**src/rtl/cursor_bitmap_loader_pkg.sv**
```systemverilog
// Shared types and constants for the cursor bitmap write path.
package cursor_pkg;

    localparam int unsigned CURSOR_ADDR_WIDTH = 10;
    localparam int unsigned CURSOR_DATA_WIDTH = 2;

    typedef enum logic {
        IDLE   = 1'b0,
        UNPACK = 1'b1
    } loader_state_t;

    // Number of pixels carried by one packed input word.
    function automatic int unsigned ppw(input int unsigned word_w, input int unsigned data_w);
        return word_w / data_w;
    endfunction

endpackage

```
**src/rtl/cursor_bitmap_loader.sv**
```systemverilog
// Unpacks MMIO words into per-pixel writes to the cursor bitmap RAM.
module cursor_bitmap_loader
    import cursor_pkg::*;
#(
    parameter int unsigned ADDR_WIDTH = CURSOR_ADDR_WIDTH,
    parameter int unsigned DATA_WIDTH = CURSOR_DATA_WIDTH,
    parameter int unsigned WORD_WIDTH = 32
) (
    input  logic                  clk,
    input  logic                  reset_n,
    input  logic                  ptr_load,
    input  logic [ADDR_WIDTH-1:0] ptr_val,
    input  logic                  wr_valid,
    output logic                  wr_ready,
    input  logic [WORD_WIDTH-1:0] wr_word,
    output logic                  ram_we,
    output logic [ADDR_WIDTH-1:0] ram_addr_w,
    output logic [DATA_WIDTH-1:0] ram_din,
    output logic                  busy,
    output logic                  frame_done
);

    localparam int unsigned PPW   = ppw(WORD_WIDTH, DATA_WIDTH);
    localparam int unsigned CNT_W = (PPW > 1) ? $clog2(PPW) : 1;

    // A word must split into a whole number of pixels.
    if ((WORD_WIDTH % DATA_WIDTH) != 0) begin : g_bad_word_width
        $error("WORD_WIDTH must be an integer multiple of DATA_WIDTH");
    end

    loader_state_t          state_q, state_d;
    logic [ADDR_WIDTH-1:0]  ptr_q, ptr_d;
    logic [WORD_WIDTH-1:0]  shift_q, shift_d;
    logic [CNT_W-1:0]       cnt_q, cnt_d;
    logic                   frame_done_q, frame_done_d;

    // State, pointer, shifter and frame pulse registers.
    always_ff @(posedge clk or negedge reset_n) begin
        if (!reset_n) begin
            state_q      <= IDLE;
            ptr_q        <= '0;
            shift_q      <= '0;
            cnt_q        <= '0;
            frame_done_q <= 1'b0;
        end else begin
            state_q      <= state_d;
            ptr_q        <= ptr_d;
            shift_q      <= shift_d;
            cnt_q        <= cnt_d;
            frame_done_q <= frame_done_d;
        end
    end

    // Next-state logic: pointer load has priority over accepting a word in IDLE.
    always_comb begin
        state_d      = state_q;
        ptr_d        = ptr_q;
        shift_d      = shift_q;
        cnt_d        = cnt_q;
        wr_ready     = 1'b0;
        frame_done_d = (state_q == UNPACK) && (ptr_q == {ADDR_WIDTH{1'b1}});
        case (state_q)
            IDLE: begin
                wr_ready = reset_n & ~ptr_load;
                if (ptr_load) begin
                    ptr_d = ptr_val;
                end else if (wr_valid) begin
                    shift_d = wr_word;
                    cnt_d   = '0;
                    state_d = UNPACK;
                end
            end
            UNPACK: begin
                ptr_d   = ptr_q + ADDR_WIDTH'(1);
                shift_d = shift_q >> DATA_WIDTH;
                cnt_d   = cnt_q + CNT_W'(1);
                if (cnt_q == CNT_W'(PPW - 1)) begin
                    state_d = IDLE;
                end
            end
            default: state_d = IDLE;
        endcase
    end

    // RAM port and status are decoded from registers only.
    assign ram_we     = (state_q == UNPACK);
    assign busy       = (state_q == UNPACK);
    assign ram_addr_w = ptr_q;
    assign ram_din    = shift_q[DATA_WIDTH-1:0];
    assign frame_done = frame_done_q;

endmodule

```
**config.mk**
```make
export PLATFORM = sky130hd
export DESIGN_NAME = cursor_bitmap_loader
export DESIGN_NICKNAME = d
export VERILOG_FILES = /design/src/rtl/cursor_bitmap_loader_pkg.sv /design/src/rtl/cursor_bitmap_loader.sv
export SDC_FILE = /design/constraint.sdc
export NUM_CORES = 1
export LEC_CHECK = 0
export CAP_MARGIN = 40
export CORE_ASPECT_RATIO = 1.2
export CORE_UTILIZATION = 52
export DETAILED_ROUTE_END_ITERATION = 8
export PLACE_DENSITY = 0.95
export SYNTH_ARGS = -nofsm -noshare
export SYNTH_HDL_FRONTEND = slang
export SYNTH_SLANG_ARGS = --single-unit
```
**constraint.sdc**
```tcl
create_clock -name clk -period 2.6 [get_ports clk]
set_input_delay 0.78 -clock clk [delete_from_list [all_inputs] [get_ports clk]]
set_output_delay 0.78 -clock clk [all_outputs]
set_load 0.03 [all_outputs]
```
==> reports/qor.csv <==
metric,value,unit
status,finished clean,
crit_type,input port to primary output,
clkTransAtPathRegs,80,ps
ant_nets,0,
vias,1894,
routed.top_layer,met4,
hold_viol_final,0,
netlist_area,2350,sq um
dieArea,4790,sq um
yosysUniqueCellTypes,28,
cts_made_buffers,5,
avgSynthCellArea,9.96,sq um
worstPathRequired,1820,ps
rsz0062_at_grt,false,
io_buffers,61,
pin_count,62,
relSlewSlack,0.480,
reg2reg_depth,4,
fin_setup_tns,0,ps
wl_per_cell,14.6,um
route.met3.wl,299,um
fin_crit,2400,ps
synth-xor-area-share,0.0149,
antenna_found_initial,0,
initial_core_util,0.547,
final_max_slew_viol_count,0,
worst_slew_pin_slew,780,ps
synth_compound_area_frac,0.138,
pwr_density_cell,990,nW/um^2
wl_met1,2.15,mm
drc,0,
clock_path_buffers,2,
drt_first_pass_iters,4,
hold_path_class,register to register,
wl_met2,2.54,mm
peakVddDrop,735,uV
synth-seq-area-share,0.511,
die_y,75.6,um
numClockSinks,48,
core_region_area,4290,sq um
cpMaxStageDelayCell,clkdlybuf4s50_1,
area_growth,30.6,%
cts_setup_buffers,0,
finalNetCount,337,
cp.arrival,1620,ps
die_x,63.4,um
fill_cells,337,
synth.mux.area_fraction,0.145,
clk_latency,300,ps
p_leak,1.41,nW
dp_hpwl,3.38,mm
cts_tree,done,
ctsHoldBuffers,0,
finalSetupViolCount,0,
synth-simple-area-share,0.138,
via_per_inst,5.47,
synth_nets,284,
grt_pass1_vias,1800,
gr-total-overflow,0,
synth_top_family_by_area,multiplexers,
hold-path-cell-count,2,
diodes,0,
htreeDepth,2,
critPathLaunchType,input port,
cts_resized,0,
path_max_fanout,4,
critPathMaxStageDelay,480,ps
end_kind,primary output,
skew,6.60,ps
path_cells,clkdlybuf4s50_1 > nor3b_2 > buf_4,
cts_root_buf,clkbuf_8,
fin_hold_ws,498,ps
dp_cells,338,
grt_usage,0.221,
postSynthCellCount,236,
yosys_warnings,0,
drt_iter0_drc,137,
drive_gt1_frac,0.0621,
synthAdderAreaFrac,0.0106,
grt_pass1_wl,8.07,mm
grt_max_degree,89,
finalNonFillerCells,346,
rows,26,
cap_violations,0,
place_congestion,0.707,
timing.final.crit_share,0.922,
routed_wl,5.05,mm
max_freq,417,MHz
ys_ff_latch,48,
cell families after synthesis:
| logic type | after synthesis |
|---|---|
| xor gates and xnor gates | 4 |
| and+or+nand+nor | 69 |
| adders and majority gates | 2 |
| muxes | 34 |
| DFF | 48 |
| buffers and inverters | 20 |
| AOI/OAI and AO/OA | 59 |
critical path: cells and delay by family:
kind,cells,cell delay [ps]
and+or+nand+nor,1,180
buffers and inverters,2,660
flip-flops by register name, summed over array words and instances (netlist names):
| signal | flops |
|---|---|
| busy | 1 |
| shift_q | 32 |
| cnt_q | 4 |
| frame_done | 1 |
| ram_addr_w | 10 |
final timing paths:
path                                         from                        end  slack (ps)
hold / removal             shift_q[8]$_DFFE_PN0P_     shift_q[6]$_DFFE_PN0P_         500
hold reg to reg            shift_q[8]$_DFFE_PN0P_     shift_q[6]$_DFFE_PN0P_         500
setup / recovery                         ptr_load                   wr_ready         200
min in group asynchronous                 reset_n             busy$_DFF_PN0_         590
max in group asynchronous                 reset_n             busy$_DFF_PN0_        1600
setup reg to reg                   busy$_DFF_PN0_  ram_addr_w[2]$_DFFE_PN0P_        1030
through the flow:
stage | setup slack [ps] | cell area (sq um) | utilization | power (mW)
finish | 203 | 3070 | 0.715 | 3.04
global placement | 220 | 2980 | 0.694 | 2.53
detailed placement | 199 | 2980 | 0.694 | 2.60
global route | 167 | 3070 | 0.715 | 3.26
CTS | 199 | 3070 | 0.715 | 3.06
floorplan | 210 | 2350 | - | 2.15
area by class of cell:
type,count,area (sq um),share of cell area
well taps,56,70.1,0.0228
multi-input cells,168,1060,0.344
repair buffers,65,646,0.210
clock buffers,8,90.1,0.0294
inverters,1,3.75,0.00122
flip-flops and latches,48,1200,0.392
report_power, final:
group	switching, mW	internal (mW)
Sequential	0.256	1.03
Clock	0.234	0.217
Combinational	0.728	0.570
layer usage:
metal | track usage | vias up
met1 | 0.257 | 900
met4 | 0.0758 | 0
met5 | 0 | -
met2 | 0.392 | 56
li1 | - | 929
met3 | 0.0659 | 9
placed cells by master (no fill, tap or decap):
| master | n |
|---|---|
| xnor2_1 | 1 |
| clkdlybuf4s50_1 | 59 |
| o21ai_0 | 5 |
| and3_1 | 1 |
| mux2i_1 | 34 |
| or4_1 | 1 |
| inv_2 | 1 |
| ha_1 | 2 |
| clkbuf_8 | 6 |
| nor3b_2 | 1 |
| nand2_1 | 40 |
| a31oi_1 | 5 |
| buf_2 | 1 |
| xor2_1 | 3 |
| a211oi_1 | 8 |
| nor2b_1 | 8 |
| nor2_1 | 2 |
| a21oi_1 | 5 |
| nand2b_2 | 1 |
| clkbuf_1 | 2 |
| nor4_1 | 1 |
| dfrtp_1 | 47 |
| dfrtp_2 | 1 |
| nand4_2 | 1 |
| buf_4 | 4 |
| buf_12 | 1 |
| o21ai_1 | 35 |
| or3_1 | 4 |
| o31ai_1 | 1 |
| nand3_1 | 8 |
| or2_2 | 1 |
synth_stat cells (all sizes together):
cell,number,share of area
a211oi,8,0.026
a21oi,5,0.011
buf,10,0.026
o31ai,1,0.0032
nor2b,8,0.021
nand3,8,0.017
xor2,3,0.011
ha,2,0.011
or3,4,0.011
mux2i,34,0.14
xnor2,1,0.0037
and3,1,0.0027
nand2b,1,0.0027
or2,1,0.0027
nor4,1,0.0027
o21ai,40,0.085
clkbuf,9,0.014
inv,1,0.0016
or4,1,0.0032
nand2,40,0.064
nor3b,1,0.0032
dfrtp,48,0.51
a31oi,5,0.013
nor2,2,0.0032
nand4,1,0.0053
No activity file was read; power rests on OpenSTA's default activity.
